**config.mk**
```make
export PLATFORM = sky130hd
export DESIGN_NAME = uart_rx_flat
export DESIGN_NICKNAME = d
export VERILOG_FILES = /design/src/rtl/uart_pkg.sv /design/src/rtl/uart_rx_if.sv /design/src/rtl/uart_rx_sampler.sv /design/src/rtl/uart_rx.sv /design/src/flat_wrapper.sv
export SDC_FILE = /design/constraint.sdc
export NUM_CORES = 1
export LEC_CHECK = 0
export ABC_AREA = 0
export CORE_MARGIN = 1
export CORE_UTILIZATION = 62
export CTS_CLUSTER_SIZE = 24
export DETAILED_ROUTE_END_ITERATION = 10
export PLACE_DENSITY = 0.82
export SLEW_MARGIN = 20
export SYNTH_ARGS = -nofsm -noshare
export SYNTH_HDL_FRONTEND = slang
export SYNTH_SLANG_ARGS = --single-unit
```
**constraint.sdc**
```tcl
create_clock -name CLK -period 7.6 [get_ports CLK]
set_input_delay 2.28 -clock CLK [delete_from_list [all_inputs] [get_ports CLK]]
set_output_delay 2.28 -clock CLK [all_outputs]
set_load 0.01 [all_outputs]
```
**src/rtl/uart_pkg.sv**
```systemverilog
// Shared UART definitions: receiver state encoding, legal oversampling ratios,
// default word width and parity-type constants.
package uart_pkg;

    typedef enum logic [2:0] {
        IDLE,
        START,
        DATA,
        PARITY,
        STOP
    } rx_state_t;

    localparam int DATA_WD_DEFAULT = 8;

    localparam logic [5:0] PRESCALE_8  = 6'd8;
    localparam logic [5:0] PRESCALE_16 = 6'd16;
    localparam logic [5:0] PRESCALE_32 = 6'd32;

    localparam logic EVEN = 1'b0;
    localparam logic ODD  = 1'b1;

    // Anything other than 16 or 32 is treated as the slowest legal ratio.
    function automatic logic [5:0] legal_prescale(input logic [5:0] p);
        return (p == PRESCALE_16 || p == PRESCALE_32) ? p : PRESCALE_8;
    endfunction

endpackage

```
**src/rtl/uart_rx_if.sv**
```systemverilog
// Receiver-side bundle: serial line and frame configuration in, parallel word
// and status strobes out.
interface uart_rx_if #(
    parameter int DATA_WD = uart_pkg::DATA_WD_DEFAULT
);
    logic               RX_IN;
    logic               PAR_EN;
    logic               PAR_TYP;
    logic [5:0]         Prescale;
    logic [DATA_WD-1:0] P_DATA;
    logic               Data_Valid;
    logic               par_err;
    logic               stp_err;

    modport master (
        output RX_IN, PAR_EN, PAR_TYP, Prescale,
        input  P_DATA, Data_Valid, par_err, stp_err
    );

    modport slave (
        input  RX_IN, PAR_EN, PAR_TYP, Prescale,
        output P_DATA, Data_Valid, par_err, stp_err
    );
endinterface

```
**src/rtl/uart_rx_sampler.sv**
```systemverilog
// Per-bit edge counter and 3-sample majority voter around the bit centre.
// Provides the recovered bit plus evaluation and end-of-bit flags to the FSM.
module uart_rx_sampler
    import uart_pkg::*;
(
    input  logic       CLK,
    input  logic       RST,
    input  logic       rx_in,
    input  logic [5:0] prescale,
    input  logic       count_en,
    input  logic       count_clr,
    output logic       sampled_bit,
    output logic       eval_point,
    output logic       bit_end
);
    logic [5:0] edge_cnt;
    logic [5:0] half;
    logic [1:0] early;

    assign half       = prescale >> 1;
    assign eval_point = (edge_cnt == half + 6'd1);
    assign bit_end    = (edge_cnt == prescale - 6'd1);

    always_ff @(posedge CLK or negedge RST) begin
        if (!RST) begin
            edge_cnt <= '0;
        end else if (count_clr) begin
            edge_cnt <= '0;
        end else if (count_en) begin
            edge_cnt <= bit_end ? 6'd0 : edge_cnt + 6'd1;
        end
    end

    // The two earlier samples are held until the centre sample arrives, then
    // the vote is registered so it is stable for the FSM one edge later.
    always_ff @(posedge CLK or negedge RST) begin
        if (!RST) begin
            early       <= 2'b11;
            sampled_bit <= 1'b1;
        end else if (count_en) begin
            if (edge_cnt == half - 6'd2) early[0] <= rx_in;
            if (edge_cnt == half - 6'd1) early[1] <= rx_in;
            if (edge_cnt == half) begin
                sampled_bit <= (early[0] & early[1]) | (early[0] & rx_in) | (early[1] & rx_in);
            end
        end
    end

endmodule

```
**src/rtl/uart_rx.sv**
```systemverilog
// Oversampling UART receiver: start/data/[parity]/stop deserializer with
// one-cycle valid and error strobes. Parity support requires UART_RX_PARITY_CHK_EN.
module uart_rx
    import uart_pkg::*;
#(
    parameter int DATA_WD = DATA_WD_DEFAULT
) (
    input  logic     CLK,
    input  logic     RST,
    uart_rx_if.slave bus
);
    localparam int BIT_CNT_WD = $clog2(DATA_WD + 1);

    rx_state_t             state, state_nxt;
    logic [5:0]            p_lat;
    logic [BIT_CNT_WD-1:0] bit_cnt;
    logic [DATA_WD-1:0]    shift_reg;
    logic [DATA_WD-1:0]    data_reg;
    logic                  valid_reg;
    logic                  stp_err_reg;
    logic                  sampled_bit;
    logic                  eval_point;
    logic                  bit_end;
    logic                  cnt_en;
    logic                  cnt_clr;
    logic                  start_frame;
    logic                  shift_en;
    logic                  bit_inc;
    logic                  frame_done;
    logic                  frame_ok;

`ifdef UART_RX_PARITY_CHK_EN
    logic par_en_lat;
    logic par_typ_lat;
    logic par_bad;
    logic par_check;
    logic par_err_reg;
`else
    logic par_check;
    logic unused_par_cfg;
    assign unused_par_cfg = bus.PAR_EN ^ bus.PAR_TYP;
`endif

    uart_rx_sampler u_sampler (
        .CLK         (CLK),
        .RST         (RST),
        .rx_in       (bus.RX_IN),
        .prescale    (p_lat),
        .count_en    (cnt_en),
        .count_clr   (cnt_clr),
        .sampled_bit (sampled_bit),
        .eval_point  (eval_point),
        .bit_end     (bit_end)
    );

    always_ff @(posedge CLK or negedge RST) begin
        if (!RST) state <= IDLE;
        else      state <= state_nxt;
    end

    always_comb begin
        state_nxt   = state;
        cnt_en      = 1'b0;
        cnt_clr     = 1'b0;
        start_frame = 1'b0;
        shift_en    = 1'b0;
        par_check   = 1'b0;
        bit_inc     = 1'b0;
        frame_done  = 1'b0;
        case (state)
            IDLE: begin
                if (!bus.RX_IN) begin
                    start_frame = 1'b1;
                    cnt_en      = 1'b1;
                    state_nxt   = START;
                end else begin
                    cnt_clr = 1'b1;
                end
            end
            START: begin
                cnt_en = 1'b1;
                // A start bit that votes high was only a glitch on the line.
                if (eval_point && sampled_bit) begin
                    cnt_clr   = 1'b1;
                    state_nxt = IDLE;
                end else if (bit_end) begin
                    state_nxt = DATA;
                end
            end
            DATA: begin
                cnt_en   = 1'b1;
                shift_en = eval_point;
                if (bit_end) begin
                    bit_inc = 1'b1;
                    if (bit_cnt == BIT_CNT_WD'(DATA_WD - 1)) begin
`ifdef UART_RX_PARITY_CHK_EN
                        state_nxt = par_en_lat ? PARITY : STOP;
`else
                        state_nxt = STOP;
`endif
                    end
                end
            end
`ifdef UART_RX_PARITY_CHK_EN
            PARITY: begin
                cnt_en    = 1'b1;
                par_check = eval_point;
                if (bit_end) state_nxt = STOP;
            end
`endif
            STOP: begin
                cnt_en = 1'b1;
                // Leaving at mid-stop lets a back-to-back start edge be caught.
                if (eval_point) begin
                    frame_done = 1'b1;
                    cnt_clr    = 1'b1;
                    state_nxt  = IDLE;
                end
            end
            default: state_nxt = IDLE;
        endcase
    end

    always_ff @(posedge CLK or negedge RST) begin
        if (!RST) begin
            p_lat     <= PRESCALE_8;
            bit_cnt   <= '0;
            shift_reg <= '0;
        end else begin
            if (start_frame) p_lat <= legal_prescale(bus.Prescale);
            if (start_frame)  bit_cnt <= '0;
            else if (bit_inc) bit_cnt <= bit_cnt + BIT_CNT_WD'(1);
            if (shift_en) shift_reg <= {sampled_bit, shift_reg[DATA_WD-1:1]};
        end
    end

`ifdef UART_RX_PARITY_CHK_EN
    always_ff @(posedge CLK or negedge RST) begin
        if (!RST) begin
            par_en_lat  <= 1'b0;
            par_typ_lat <= EVEN;
            par_bad     <= 1'b0;
            par_err_reg <= 1'b0;
        end else begin
            if (start_frame) begin
                par_en_lat  <= bus.PAR_EN;
                par_typ_lat <= bus.PAR_TYP;
                par_bad     <= 1'b0;
            end else if (par_check) begin
                par_bad <= sampled_bit ^ (^shift_reg) ^ par_typ_lat;
            end
            par_err_reg <= frame_done && par_bad;
        end
    end

    assign frame_ok    = sampled_bit && !par_bad;
    assign bus.par_err = par_err_reg;
`else
    assign frame_ok    = sampled_bit;
    assign bus.par_err = 1'b0;
`endif

    always_ff @(posedge CLK or negedge RST) begin
        if (!RST) begin
            data_reg    <= '0;
            valid_reg   <= 1'b0;
            stp_err_reg <= 1'b0;
        end else begin
            valid_reg   <= frame_done && frame_ok;
            stp_err_reg <= frame_done && !sampled_bit;
            if (frame_done && frame_ok) data_reg <= shift_reg;
        end
    end

    assign bus.P_DATA     = data_reg;
    assign bus.Data_Valid = valid_reg;
    assign bus.stp_err    = stp_err_reg;

endmodule
```
**src/flat_wrapper.sv**
```systemverilog
// flat-port wrapper written by rule: the top's interface ports become plain ports
module uart_rx_flat import uart_pkg::*;
#(
    parameter int DATA_WD = DATA_WD_DEFAULT
)
  (CLK, RST, bus_RX_IN, bus_PAR_EN, bus_PAR_TYP, bus_Prescale, bus_P_DATA, bus_Data_Valid, bus_par_err, bus_stp_err);
  uart_rx_if #(.DATA_WD(DATA_WD)) bus_i ();
  input  logic CLK;
  input  logic RST;
  input wire logic [$bits(bus_i.RX_IN)-1:0] bus_RX_IN;
  input wire logic [$bits(bus_i.PAR_EN)-1:0] bus_PAR_EN;
  input wire logic [$bits(bus_i.PAR_TYP)-1:0] bus_PAR_TYP;
  input wire logic [$bits(bus_i.Prescale)-1:0] bus_Prescale;
  output wire logic [$bits(bus_i.P_DATA)-1:0] bus_P_DATA;
  output wire logic [$bits(bus_i.Data_Valid)-1:0] bus_Data_Valid;
  output wire logic [$bits(bus_i.par_err)-1:0] bus_par_err;
  output wire logic [$bits(bus_i.stp_err)-1:0] bus_stp_err;
  assign bus_i.RX_IN = bus_RX_IN;
  assign bus_i.PAR_EN = bus_PAR_EN;
  assign bus_i.PAR_TYP = bus_PAR_TYP;
  assign bus_i.Prescale = bus_Prescale;
  assign bus_P_DATA = bus_i.P_DATA;
  assign bus_Data_Valid = bus_i.Data_Valid;
  assign bus_par_err = bus_i.par_err;
  assign bus_stp_err = bus_i.stp_err;
  uart_rx #(.DATA_WD(DATA_WD)) u_core (.CLK(CLK), .RST(RST), .bus(bus_i));
endmodule
```
# Word-level counts from Yosys, hierarchy flattened

Cells that the tools add are included.

Bits in latches: 0
Bits in registers: 40
Bits of input ports: 11
Logic and storage cells: 75
Memory bits (writable): 0
Memory bits (read-only): 0
Memories kept: 0

$lt $le $gt $ge: 0
Multipliers: 0
$add $sub $neg: 6
Shift operators: 0
Eq/ne operators: 16
Mux-type cells: 24
Divide/modulo/power cells: 0
Bitwise gates (word level): 5
Reductions and logical operators: 13

Operator list:

| operator                                               | count |
|---|---|
| == test 6 bit                                          | 4 |
| two-way mux 6 bit                                      | 4 |
| two-way mux 3 bit                                      | 6 |
| case mux 3 bit (4 select lines)                        | 1 |
| two-way mux 1 bit                                      | 9 |
| two-way mux 4 bit                                      | 2 |
| adder 5 x 1 -> 6 bit (second input constant)           | 1 |
| adder 6 x 1 -> 6 bit (second input constant)           | 1 |
| == test 6 x 5 -> 1 bit                                 | 1 |
| == test 6 x 5 -> 1 bit (second input constant)         | 1 |
| == test 6 bit (second input constant)                  | 1 |
| AND reduction 2 bit                                    | 3 |
| subtractor 5 x 1 -> 6 bit (second input constant)      | 1 |
| subtractor 5 x 2 -> 6 bit (second input constant)      | 1 |
| subtractor 6 x 1 -> 6 bit (second input constant)      | 1 |
| AND reduction 5 bit                                    | 1 |
| adder 4 x 1 -> 4 bit (second input constant)           | 1 |
| == test 4 x 3 -> 1 bit (second input constant)         | 1 |
| inequality test 2 x 1 -> 1 bit (second input constant) | 2 |
| inequality test 2 bit (second input constant)          | 2 |
| nonzero test 2 bit                                     | 2 |
| bitwise AND 1 bit                                      | 3 |
| == test 3 x 1 -> 1 bit (second input constant)         | 1 |
| == test 3 x 2 -> 1 bit (second input constant)         | 1 |
| other kinds (10)                                       | 13 |

# Depth between registers and ports, before layout

Word-level depth: 6
Gate-level depth with buffers: 7
Mapped depth without buffers: 7

# Modules after synthesis

From an unflattened synthesis, not the netlist that was laid out.

Cells, all modules: 236
Area, all modules: 2524.9 um^2

By module, submodules not included:

| module          | area each (um^2) | cells each | seq. area each (um^2) | times used |
|---|---|---|---|---|
| uart_rx         | 1366.3           | 110        | 777.0                 | 1 |
| uart_rx_sampler | 1158.6           | 126        | 229.0                 | 1 |

# Least setup slack after synthesis

No wires, ideal clock.

Path type: input to register
Start point: in bus_RX_IN
End point: reg u_core.u_sampler.edge_cnt[1]
Required time: 7.444 ns
Arrival: 3.539 ns
Path slack: 3.905 ns
Library setup time: 0.156 ns
Stages: 4
Cell sequence: nor4b_2 -> nor2_1 -> nor4b_1 -> nor4_1

Word-level cells in the longest chain between the ends: 3

Ends and longest elaborated chain:

| what                                                                                      | line                  | text |
|---|---|---|
| start: declaration                                                                        | flat_wrapper.sv:10    | `input wire logic [$bits(bus_i.RX_IN)-1:0] bus_RX_IN;` |
| two-way mux 1 bit                                                                         | uart_rx.sv:72         | `if (!bus.RX_IN) begin` |
| case mux 1 bit (3 select lines) / case mux 1 bit (2 select lines) (equally long branches) | uart_rx.sv:70         | `case (state)` |
| two-way mux 6 bit / nonzero test 2 bit (equally long branches)                            | --                    |  |
| end signal: assignment                                                                    | uart_rx_sampler.sv:30 | `edge_cnt <= bit_end ? 6'd0 : edge_cnt + 6'd1;` |
| end: declaration                                                                          | uart_rx_sampler.sv:16 | `logic [5:0] edge_cnt;` |

Several ways; a longest one is shown, not always the timed one.
A chain may end at the register's enable or synchronous reset.

# Worst setup path in the final report

Same ends and word-level chain as after synthesis.

==> summary.md <==
| Metric | Value |
|---|---|
| Outcome | `completed` |
| Mapped Nets | `255` |
| Worst min-delay path class | `reg2reg` |
| Commonest non-fill, non-tap cell in the layout | `dfrtp_1` |
| Initial core utilization | `0.656` |
| Final worst slack | `3.15 ns` |
| Startpoint Class | `input pin` |
| Die W | `64.9 um` |
| DRT Pass-1 Iters | `4` |
| Pre-CTS WS | `2.88 ns` |
| Root Buffer | `clkbuf_8` |
| Cell count after synthesis | `235` |
| Post-synth EDFFs | `0` |
| 1st-iter DRT viols | `118` |
| Share of the synthesized area in the top cell type | `0.367` |
| Dpl hpwl | `3.50 mm` |
| Die area | `4220 sq um` |
| Period utilization | `0.586` |
| Post-synth top area cell | `dfrtp_1` |
| PostCTS Resize Cnt | `0` |
| Post-synth cell types | `52` |
| Cell Rows | `22` |
| Worst-margin pin slew | `1.02 ns` |
| Final number of setup-violating endpoints | `0` |
| Post-Syn Area | `2460 sq um` |
| Antenna violations before repair | `0` |
| Vias post-DR | `1811` |
| Clock Tree Buf Depth | `2` |
| Fin nets | `269` |
| WP data required | `7.73 ns` |
| Sequential share of the synthesized area | `0.410` |
| Async SR Flop Fraction | `1.00` |
| Hold WS | `0.513 ns` |
| N_diodes | `0` |
| Core Footprint | `3740 sq um` |
| Largest net degree at the start of global routing | `41` |
| Setup crit end kind | `flop` |
| Power per cell area | `257 nW/um^2` |
| Max-Slew Margin vs Limit | `0.316` |
| Number of I/O port buffers | `18` |
| Total GRT Usage | `0.258` |
| Share of layout cells above drive strength 1 | `0.161` |
| First-pass GRT wire length | `8.25 mm` |
| WP data arrival | `4.58 ns` |
| Setup TNS | `0 ns` |
| Area grow syn2layout | `10.4%` |
| Most used DFF post-synth | `dfrtp_1` |
| Clock-pin slew on the worst setup and hold paths | `0.08 ns` |
| Crit path time final | `4.45 ns` |
| Leak Pwr | `0.00115 uW` |
| GPL Wtd Cong | `0.867` |
| Most frequent cells in the layout | `36 x dfrtp_1, 20 x nand2_1, 20 x mux2_2` |
| GRT overflow | `0` |
| Yosys warnings | `0` |
| TritonCTS clock tree | `done` |
| Filler cells | `308` |
| CTS buffer count | `5` |
| Vias per inst | `6.10` |
| Clk Latency, worst-skew pair | `0.29 ns` |
| Pins over their slew limit | `0` |
| Routed length per instance | `15.9 um` |
| Top cells by area, synth | `dfrtp_1 37%, mux2_2 9.2%, xor2_1 5.7%` |
| Critical path class | `in2reg` |
| Clock sinks | `40` |
| Ports | `22` |
| Residual DRC | `0` |
| Drt total wl | `4.73 mm` |
| Cts hold-fix bufs | `0` |
| Total power | `696 uW` |
| Unrepaired setup endpoints after global routing | `no` |
| Seq cells post-synth | `40` |
| Worst-case vdd ir drop | `0.000156 V` |
| Syn Area/Cell | `10.5 sq um` |
| Final hold viol count | `0` |
| CTS H-tree depth | `2` |
| Crit-path max FO | `10` |
| Fmax | `0.225 GHz` |
| Number of global-route vias before repair | `1810` |
| Postcts setup bufs | `0` |
| Worst Skew | `0.00380 ns` |
| Die H | `64.9 um` |
| Final ANT Viol Nets | `0` |
| Max cap viols | `0` |
-- synthesized netlist by cell type, drive strengths merged, types with 2 or more instances --
library cell,count
clkbuf,5
o21ai,3
dfstp,4
inv,6
nor3,5
nor4b,2
a211oi,2
dfrtp,36
and3,3
o22ai,2
xor2,16
maj3,2
nand3,2
mux2,20
xnor2,12
nand4,5
nand2b,7
a21oi,4
or3,2
mux2i,5
nand2,20
nor2,16
or2,2
buf,6
nor4,13
ha,9
nand4b,4
or4,3
nor3b,3
-- final cells by class --
| class | count | area (sq um) | area share |
|---|---|---|---|
| inverters | 6 | 22.5 | 0.00830 |
| clock inverters | 2 | 12.5 | 0.00461 |
| well taps | 48 | 60.1 | 0.0221 |
| clock buffers | 5 | 68.8 | 0.0254 |
| multi-input cells | 178 | 1370 | 0.504 |
| flip-flops and latches | 40 | 1010 | 0.371 |
| repair buffers | 18 | 175 | 0.0646 |
-- per-layer routing --
metal,track usage,part of all wire,vias to the layer above
met4,0.0722,0.011,0
li1,-,-,870
met1,0.332,0.46,896
met2,0.438,0.50,34
met5,0,0,-
met3,0.0528,0.030,11
-- metrics by stage --
stage / cell area (sq um) / instances / util
global placement: 2630 / 290 / 0.703
finish: 2710 / 297 / 0.725
CTS: 2710 / 297 / 0.725
floorplan: 2460 / 235 / -
global route: 2710 / 297 / 0.725
detailed placement: 2630 / 290 / 0.703
-- where the power goes --
part           internal [uW]  leakage (uW)  total (uW)  switching, uW
sequential               246      0.000536         301           54.7
clock                   62.2     0.0000400         137           75.3
combinational            116      0.000570         257            142
total                    424       0.00115         696            272
-- final timing paths --
path                                      startpoint                      endpoint  slack (ns)  depth (start not counted)
worst max register to register       u_core.p_lat[3]     u_core.u_sampler.early[0]        4.87                          7
worst min register to register  u_core.bus.P_DATA[3]          u_core.bus.P_DATA[3]        0.51                          1
worst max-delay path                       bus_RX_IN  u_core.u_sampler.edge_cnt[1]        3.15                          5
max in group asynchronous                        RST  u_core.u_sampler.edge_cnt[2]        4.95                          1
min in group asynchronous                        RST               u_core.p_lat[5]        2.09                          1
worst min-delay path            u_core.bus.P_DATA[3]          u_core.bus.P_DATA[3]        0.51                          1
-- critical path: stages --
cell and delay [ns]:
clkdlybuf4s50_1 0.54, nor4b_2 0.28, nor2_1 0.56, nor4b_1 0.82, nor4_1 0.10
-- cell families after synthesis --
family | synth area share
compound gates | 0.0576
xor+xnor | 0.0998
fa+ha+maj | 0.0540
buf+inv | 0.0336
flops | 0.410
mux | 0.121
other cells | 0.00153
simple gates | 0.223
Power figures use the tool's default switching activity.
